===== config.mk =====
export PLATFORM = sky130hd
export DESIGN_NAME = lsu_mem_ctrl
export DESIGN_NICKNAME = d
export VERILOG_FILES = /design/src/rtl/lsu_mem_ctrl.sv
export SDC_FILE = /design/constraint.sdc
export NUM_CORES = 1
export LEC_CHECK = 0
export CORE_MARGIN = 10
export CORE_UTILIZATION = 45
export DETAILED_ROUTE_END_ITERATION = 10
export PLACE_DENSITY = 0.75
export SYNTH_ARGS = -nofsm -noshare
export SYNTH_HDL_FRONTEND = slang
export SYNTH_SLANG_ARGS = --single-unit

===== constraint.sdc =====
create_clock -name clk -period 11.7 [get_ports clk]
set_input_delay 1.755 -clock clk [delete_from_list [all_inputs] [get_ports clk]]
set_output_delay 1.755 -clock clk [all_outputs]
set_load 0.1 [all_outputs]

===== src/rtl/lsu_mem_ctrl.sv =====
// Load/store controller in front of the doubleword-wide data RAM: sized loads with extension,
// read-modify-write for narrow stores, misalignment errors. Optional counters: LSU_STATS_EN.
module lsu_mem_ctrl #(
  parameter int RD_LATENCY = 1,
  parameter int ADDR_W     = 64
) (
  input  logic              clk,
  input  logic              reset,
  input  logic              req_valid,
  output logic              req_ready,
  input  logic              req_we,
  input  logic [1:0]        req_size,
  input  logic              req_unsigned,
  input  logic [ADDR_W-1:0] req_addr,
  input  logic [63:0]       req_wdata,
  output logic              resp_valid,
  input  logic              resp_ready,
  output logic [63:0]       resp_rdata,
  output logic              resp_err,
  output logic              mem_we,
  output logic [ADDR_W-1:0] mem_addr,
  output logic [63:0]       mem_wdata,
  input  logic [63:0]       mem_rdata
`ifdef LSU_STATS_EN
  ,
  output logic [31:0]       stat_loads,
  output logic [31:0]       stat_stores,
  output logic [31:0]       stat_misaligned
`endif
);

  typedef enum logic [1:0] {IDLE, READ, WRITE, RESP} state_t;

  state_t      state, state_next;
  logic [2:0]  offs;
  logic [1:0]  size_q;
  logic        we_q;
  logic        uns_q;
  logic [63:0] wdata_q;
  logic [2:0]  cnt;
  logic [63:0] wr_data;

  logic        accept;
  logic        misaligned;
  logic [2:0]  align_mask;
  logic [5:0]  shift;
  logic [63:0] size_mask;
  logic [63:0] lane;
  logic [63:0] loaded;
  logic [63:0] merged;

  assign req_ready  = (state == IDLE) && !reset;
  assign accept     = req_valid && req_ready;
  assign resp_valid = (state == RESP);
  assign mem_we     = (state == WRITE);
  assign mem_wdata  = mem_we ? wr_data : 64'd0;

  always_comb begin
    case (req_size)
      2'b00:   align_mask = 3'b000;
      2'b01:   align_mask = 3'b001;
      2'b10:   align_mask = 3'b011;
      default: align_mask = 3'b111;
    endcase
  end
  assign misaligned = |(req_addr[2:0] & align_mask);

  // Lane extraction and byte-lane merge on the doubleword currently on mem_rdata.
  assign shift = {offs, 3'b000};
  assign lane  = mem_rdata >> shift;

  always_comb begin
    case (size_q)
      2'b00: begin
        size_mask = 64'h0000_0000_0000_00FF;
        loaded    = {{56{lane[7] & ~uns_q}}, lane[7:0]};
      end
      2'b01: begin
        size_mask = 64'h0000_0000_0000_FFFF;
        loaded    = {{48{lane[15] & ~uns_q}}, lane[15:0]};
      end
      2'b10: begin
        size_mask = 64'h0000_0000_FFFF_FFFF;
        loaded    = {{32{lane[31] & ~uns_q}}, lane[31:0]};
      end
      default: begin
        size_mask = 64'hFFFF_FFFF_FFFF_FFFF;
        loaded    = lane;
      end
    endcase
  end
  assign merged = (mem_rdata & ~(size_mask << shift)) | ((wdata_q & size_mask) << shift);

  always_ff @(posedge clk or posedge reset) begin
    if (reset) state <= IDLE;
    else       state <= state_next;
  end

  always_comb begin
    state_next = state;
    case (state)
      IDLE: begin
        if (accept) begin
          if (misaligned)                       state_next = RESP;
          else if (req_we && req_size == 2'b11) state_next = WRITE;
          else                                  state_next = READ;
        end
      end
      READ:    if (cnt == 3'd0) state_next = we_q ? WRITE : RESP;
      WRITE:   state_next = RESP;
      RESP:    if (resp_ready) state_next = IDLE;
      default: state_next = IDLE;
    endcase
  end

  always_ff @(posedge clk or posedge reset) begin
    if (reset) begin
      offs       <= 3'd0;
      size_q     <= 2'd0;
      we_q       <= 1'b0;
      uns_q      <= 1'b0;
      wdata_q    <= 64'd0;
      cnt        <= 3'd0;
      wr_data    <= 64'd0;
      mem_addr   <= '0;
      resp_rdata <= 64'd0;
      resp_err   <= 1'b0;
    end else begin
      case (state)
        IDLE: if (accept) begin
          offs    <= req_addr[2:0];
          size_q  <= req_size;
          we_q    <= req_we;
          uns_q   <= req_unsigned;
          wdata_q <= req_wdata;
          cnt     <= 3'(RD_LATENCY);
          if (misaligned) begin
            resp_err   <= 1'b1;
            resp_rdata <= 64'd0;
          end else begin
            mem_addr <= {req_addr[ADDR_W-1:3], 3'b000};
            wr_data  <= req_wdata;
          end
        end
        READ: begin
          if (cnt != 3'd0) begin
            cnt <= cnt - 3'd1;
          end else if (we_q) begin
            wr_data <= merged;
          end else begin
            resp_rdata <= loaded;
            resp_err   <= 1'b0;
          end
        end
        WRITE: begin
          resp_rdata <= 64'd0;
          resp_err   <= 1'b0;
        end
        default: ;
      endcase
    end
  end

`ifdef LSU_STATS_EN
  always_ff @(posedge clk or posedge reset) begin
    if (reset) begin
      stat_loads      <= 32'd0;
      stat_stores     <= 32'd0;
      stat_misaligned <= 32'd0;
    end else if (accept) begin
      if (misaligned) begin
        if (stat_misaligned != 32'hFFFF_FFFF) stat_misaligned <= stat_misaligned + 32'd1;
      end else if (req_we) begin
        if (stat_stores != 32'hFFFF_FFFF) stat_stores <= stat_stores + 32'd1;
      end else begin
        if (stat_loads != 32'hFFFF_FFFF) stat_loads <= stat_loads + 32'd1;
      end
    end
  end
`endif

endmodule


== After elaboration in Yosys (flattened, before gate mapping) ==
Cells that the tools add are included.

* Input bits: 200
* Register bits: 266
* Output and inout bits: 196
* Logic and storage cells: 89

* Shift-type cells: 3
* Equal/unequal tests: 17
* Add/sub/neg operators: 1
* Muxes and demuxes: 29
* Bitwise logic cells: 10
* Reduce and logical (&&, ||, !) cells: 18

{| class="wikitable"
|+ Operators with widths
! operator !! number
|-
| two-way mux 64 bit || 9
|-
| one-hot mux 64 bit (3 select lines) || 3
|-
| AND 64 bit || 2
|-
| one-hot mux 64 bit (2 select lines) || 1
|-
| << shifter 64 x 6 -> 64 bit || 2
|-
| inverter 64 bit || 1
|-
| OR 64 bit || 1
|-
| >> shifter 64 x 6 -> 64 bit || 1
|-
| != test 2 bit, second input constant || 8
|-
| equality test 2 bit, second input constant || 5
|-
| two-way mux 2 bit || 5
|-
| AND reduction 5 bit || 2
|-
| one-hot mux 3 bit (3 select lines) || 1
|-
| AND reduction 3 bit || 3
|-
| one-hot mux 2 bit (4 select lines) || 1
|-
| equality test 2 x 1 -> 1 bit, second input constant || 3
|-
| logical NOT 2 bit || 3
|-
| two-way mux 3 bit || 2
|-
| one-hot mux 3 bit (2 select lines) || 1
|-
| nonzero test 3 bit || 2
|-
| two-way mux 1 bit || 5
|-
| AND 1 bit || 3
|-
| AND 3 bit || 1
|-
| logical AND 1 bit || 3
|-
| other kinds (9) || 10
|}

== Longest topological paths before layout ==
Gate-level depths: netlist of the first run.

* Word-level depth: 9
* Mapped depth: 10
* Gate-level depth less buffers: 7

== Worst setup path after synthesis of the first run ==
OpenSTA, ideal clock, no wires.

* Path kind: input-to-output
* Start point: in reset
* End point: out req_ready
* Buffers on the path: 0
* Data arrival time: 3.035 ns
* Data required time: 9.945 ns
* Path slack: 6.910 ns
* Stages on the path: 1
* Cell sequence: nor2_1

* Cells in the longest elaborated chain, start to end: 2

{| class="wikitable"
|+ Ends and longest elaborated chain
! item !! RTL line !! RTL
|-
| start, declared || 8 || <nowiki>input logic reset,</nowiki>
|-
| logical NOT 1 bit (no source line) || - ||
|-
| logical AND 1 bit || 52 || <nowiki>assign req_ready = (state == IDLE) && !reset;</nowiki>
|-
| end, declared || 10 || <nowiki>output logic req_ready,</nowiki>
|}

No other way between the ends.

== Final worst setup path of the first run ==
Same ends and word-level chain as after synthesis.

==> qor.yml, run 1 <==
synth.distinct_cells: 59
drive_gt1_share_pct: 15.2
hold_viol: 0
die_y_um: 203
hp-class: "flop to flop"
crit_top_cell: "clkdlybuf4s50_1"
cp.arrival_ns: 3.69
cts_resized: 0
critPathLaunchType: "primary input"
vias_per_cell: 6.16
initial_core_util_pct: 46.0
cts_tree: "done"
cp.required_ns: 9.95
ys_async_sr_fraction_pct: 100
syn2layout_area_growth_pct: 34.1
synth_area_mm2: 0.0151
synth_flop_cell: "dfrtp_1"
slew_violations: 0
place_congestion: 0.982
synth-seq-cells: 266
synth_area_leaders: "dfrtp_1 44%, mux2_2 12%, mux2i_1 4.9%, nand2_1 4.3%, o21ai_0 3.1%"
slew_headroom_pct: 8.25
path_cells: "clkdlybuf4s50_1, nor2_1, clkdlybuf4s50_1"
synth-edff-count: 0
layout_min_cycle_time_ns: 5.44
finClkSkew_ns: 0.0145
tightest_slew_ns: 1.36
yosys.area.top_type_share_pct: 44.2
antenna_found_initial: 5
syn_avg_cell_area_um2: 9.95
die_w_um: 203
period_share_pct: 46.5
pin_count: 396
htree_num_levels: 1
coreArea_mm2: 0.0328
end_kind: "output pin"
grtUsageTotal_pct: 30.1
fmaxAchievable_mhz: 184
hold_buffers: 0
cp_top_family: "buffers and inverters"
yosys_warnings: 0
clockBufferDepth: 3
post_cts_buffers: 0
drt-initial-drc-count: 1614
dp.final_hpwl_um: 49800
grt_pass1_wl_um: 94800
critPathSlowestCell: "clkdlybuf4s50_1"
setup_viol_count_final: 0
wl_um: 65300
whs_ns: 0.468
io_buffer_count: 392
dr.pass1.iters: 8
clock-root-buffer: "clkbuf_16"
drt-wirelength-per-cell_um: 28.5
synth_top_cell_by_area: "dfrtp_1"
dieArea_mm2: 0.0412
via_count: 14100
placed_cells: 2235
synthesis.instances: 1515
status: "finished clean"
grt_pass1_vias: 14100
finish.utilization_pct: 61.6
path_max_fanout: 3
cp_num_buf_inv: 2
yosys-top-cells-count: "266 x dfrtp_1, 174 x nand2_1, 167 x mux2_2"
final_nets: 2032
cp_slowest_stage_delay_ns: 1.18
grt_max_degree: 127
ant_nets: 0
row_count: 66
nFillCells: 2744
fin_cells: 2292
cts.sinks: 266
timing.max_cap.violations: 0
numCtsBuffers: 29
ys_seq_area_share_pct: 44.2
tns_ns: 0
clkLatencyLatePin_ns: 0.56
multi_input_area_mm2: 0.00782
yosysMostFrequentCell: "dfrtp_1"
globalRoute.totalOverflow: 0
rsz0062_at_grt: "no"
regArea_mm2: 0.00666
cts.clk_slew.worst_paths_ns: 0.06
path_class: "primary input to output pin"
drc: 0
-- worst paths after layout --
kind	slack [ns]	from	end	depth (start not counted)
max in group asynchronous	8.27	reset	offs[0]	3
hold / removal	0.47	resp_rdata[15]	resp_rdata[15]	2
min in group asynchronous	1.83	reset	mem_addr[30]	2
setup / recovery	6.26	reset	req_ready	3
hold reg to reg	0.47	resp_rdata[15]	resp_rdata[15]	2
setup reg to reg	7.69	state[1]	wr_data[54]	7
-- area by class of cell --
cell class              instances  share of cell area, %
flip-flops and latches        266                   33.0
clock inverters                13                  0.749
multi-input cells            1100                   38.7
well taps                     442                   2.74
diodes                          3                 0.0372
clock buffers                  40                   4.24
inverters                      15                  0.316
repair buffers                413                   20.2
-- flip-flops by register name (all words and copies together), names as in the netlist --
signal      flops
wr_data        64
resp_rdata     64
wdata_q        64
state           2
we_q            1
mem_addr       61
size_q          2
uns_q           1
cnt             3
offs            3
resp_err        1
-- cell families after synthesis --
group / count (synthesis) / synth area share (%)
AO/OA/AOI/OAI: 443 / 19.8
adder cells (fa/ha/maj): 7 / 0.581
buffers and inverters: 151 / 4.31
flip-flops: 266 / 44.2
multiplexers: 249 / 18.6
other: 1 / 0.0249
AND/OR/NAND/NOR: 398 / 12.5
-- cell usage in the layout (no fill, tap or decap), types with 6 or more instances in the layout --
cell type,count
clkdlybuf4s50_1,392
dfrtp_1,264
nand2_1,173
mux2_2,167
o21ai_0,92
nor2_1,75
mux2i_1,74
a21oi_1,72
and2_1,72
a221oi_1,38
o21ai_1,37
clkbuf_16,29
o31ai_1,28
a21o_1,21
a22oi_1,21
buf_4,20
o22ai_1,16
nor2b_1,16
a211oi_1,15
nand3_1,15
or2_2,14
inv_1,12
o211ai_1,11
a22o_1,11
o221ai_1,10
a31oi_1,9
clkbuf_8,9
nand2b_1,8
mux4_2,8
a211o_1,8
a222oi_1,8
o22a_1,8
a32oi_1,8
a311oi_1,7
and3b_1,7
o2bb2ai_1,7
clkinv_2,6
-- through the flow --
stage | setup WS [ns] | instance area, um2
after floorplan | 2.62 | 15100
after global placement | 6.27 | 19200
after detailed placement | 6.28 | 19200
after CTS | 6.28 | 20200
after global routing | 6.21 | 20200
final | 6.26 | 20200
-- worst register-to-register path: stages (launching register included) --
cell and delay (ns):
dfrtp_1 0.40, inv_1 0.13, ha_2 0.49, buf_4 0.71, inv_2 0.54, a2111oi_4 1.11, o2111a_1 0.41, a221oi_1 0.10
-- routing by layer --
layer	part of all wire, %	GRT usage, %
met3	11	9.22
met1	39	36.9
met4	4.5	12.0
met2	46	48.7
met5	0.035	0
Power of run 1 is left out: the tool's default activity adds up to more than one toggle a clock period on the data nets, which glitch-free logic cannot reach.
==> inputs of run 2 (changes only) <==
==> constraint.sdc (replaced) <==
create_clock -name clk -period 5.5 [get_ports clk]
set_input_delay 0.825 -clock clk [delete_from_list [all_inputs] [get_ports clk]]
set_output_delay 0.825 -clock clk [all_outputs]
set_load 0.1 [all_outputs]
==> run 2 against run 1 <==
  * Non-clock buffer count grew 9
  * Global-route usage barely moved
  * Flip-flop and latch count is the same
  * Clock-buffer cell count increased by 7
  * Sequential share of layout area down 0.084 points
  * Utilization is 0.16 points higher
  * Critical path depth rose by 1
  * Die area unchanged
  * Clock skew is 0.0021 ns lower
  * Worst hold slack better by 0.0017 ns
  * Register-to-register slack lost 5.8 ns
  * Critical endpoint is now mem_wdata[63]
  * Highest routed layer unchanged
==> qor.yml, run 2 (synthesis results as in run 1) <==
status: "finished clean"
ant_nets: 0  # unchanged
hold_depth: 2  # unchanged
placedInstanceArea_mm2: 0.0193  # +0.44%
cp.required_ns: 4.68  # -5.27 ns
htree_num_levels: 1  # unchanged
finish.utilization_pct: 61.8  # +0.16 points
initial_core_util_pct: 46.0  # unchanged
crit_start: "state[0]"
via_count: 14100  # +0.035%
path_cells: "inv_1, ha_2, and2_1, clkdlybuf4s50_1"
hold_viol: 0  # unchanged
die_w_um: 203  # unchanged
final_nets: 2042  # +0.49%
slew_headroom_pct: 17.0  # +8.7 points
setup_viol_count_final: 0  # unchanged
syn2layout_area_growth_pct: 34.4
hp-class: "flop to flop"
top_regs: "resp_rdata (64), wdata_q (64), wr_data (64)"
whs_ns: 0.469  # +0.00166 ns
fmaxAchievable_mhz: 237
grt_pass1_wl_um: 95200  # +0.36%
wl_um: 64700  # -0.98%
tns_ns: 0  # unchanged
r2r_cells: 7  # unchanged
endpoint: "mem_wdata[63]"
rrSetupSlack_ns: 1.88  # -5.81 ns
cts.sinks: 266  # unchanged
dp.final_hpwl_um: 50000  # +0.33%
path_max_fanout: 67  # +64
rsz0062_at_grt: "no"
mostFrequentLayoutCells: "392 x clkdlybuf4s50_1, 264 x dfrtp_1, 173 x nand2_1, 167 x mux2_2, 92 x o21ai_0"
fin_area_mm2: 0.0203  # +0.25%
cp_slowest_stage_delay_ns: 1.14  # -0.04 ns
cts_tree: "done"
critPathSlowestCell: "clkdlybuf4s50_1"
cts_resized: 0  # unchanged
slew_violations: 0  # unchanged
r2r-end: "resp_rdata[31]"
vias_per_cell: 6.13  # -0.53%
cp.arrival_ns: 3.40  # -0.29 ns
globalRoute.totalOverflow: 0  # unchanged
clockBufferDepth: 3  # unchanged
finClkSkew_ns: 0.0124  # -0.00215 ns
cp_top_family: "buffers and inverters"
post_cts_buffers: 0  # unchanged
drt-wirelength-per-cell_um: 28.1  # -1.5%
row_count: 66  # unchanged
clock-root-buffer: "clkbuf_16"
antenna_found_initial: 7  # +2
drive_gt1_share_pct: 15.2  # +0.018 points
pin_count: 396  # unchanged
period_share_pct: 76.7
grtUsageTotal_pct: 30.2  # +0.039 points
place_congestion: 1.01  # +3.1%
drc: 0  # unchanged
final_common_cell: "clkdlybuf4s50_1"
cp_num_buf_inv: 2  # unchanged
crit_cells: 4  # +1
tightest_slew_ns: 1.23  # -0.130 ns
dieArea_mm2: 0.0412  # unchanged
die_y_um: 203  # unchanged
dr.pass1.iters: 8  # unchanged
layout_min_cycle_time_ns: 4.22
numCtsBuffers: 30  # +3.4%
path_class: "flop to output pin"
hold_buffers: 0  # unchanged
reg2reg_from: "state[1]"
clkLatencyLatePin_ns: 0.56  # about the same
grt_max_degree: 147  # +16%
coreArea_mm2: 0.0328  # unchanged
timing.max_cap.violations: 0  # unchanged
end_kind: "output pin"
critPathLaunchType: "flop"
drt-initial-drc-count: 1374  # -15%
io_buffer_count: 392  # unchanged
grt_pass1_vias: 14100  # +0.33%
cts.clk_slew.worst_paths_ns: 0.06  # about the same
-- run 2: worst min-delay path by stage --
stage	from	end	slack (ns)
3_5_place_dp	wr_data[44]	wr_data[44]	0.46
4_1_cts	resp_rdata[15]	resp_rdata[15]	0.47
3_3_place_gp	resp_rdata[15]	resp_rdata[15]	0.45
6_report	resp_rdata[15]	resp_rdata[15]	0.47
2_1_floorplan	wr_data[10]	wr_data[10]	0.44
5_1_grt	wr_data[41]	wr_data[41]	0.50
-- run 2: worst min-delay path: cells and delay by family, from the launching register on --
| family | cells | cell delay, ns |
|---|---|---|
| AND/OR/NAND/NOR | 2 | 0.10 |
| flip-flops | 1 | 0.34 |
-- run 2: per-stage QoR --
step,std cells,worst slack (ns)
floorplan,1517,1.16
global placement,2245,1.88
detailed placement,2245,1.85
CTS,2300,1.25
global route,2301,1.09
finish,2305,1.28
-- run 2: layer usage --
metal | track usage, % | part of all wire [%] | up-vias
li1 | - | - | 6184
met1 | 37.9 | 40 | 6979
met4 | 10.2 | 3.5 | 4
met3 | 9.14 | 11 | 136
met2 | 48.5 | 46 | 830
met5 | 0 | 0.031 | -
-- run 2: cell type report --
cell class | instances | area, um2
multi-input combinational | 1100 | 7820
sequential | 266 | 6660
fill | 2775 | 12500
antenna | 5 | 12.5
timing repair buffer | 422 | 4160
clock inverter | 8 | 100
clock buffer | 47 | 886
inverter | 15 | 60.1
tap | 442 | 553
Power of run 2 is left out for the same reason.
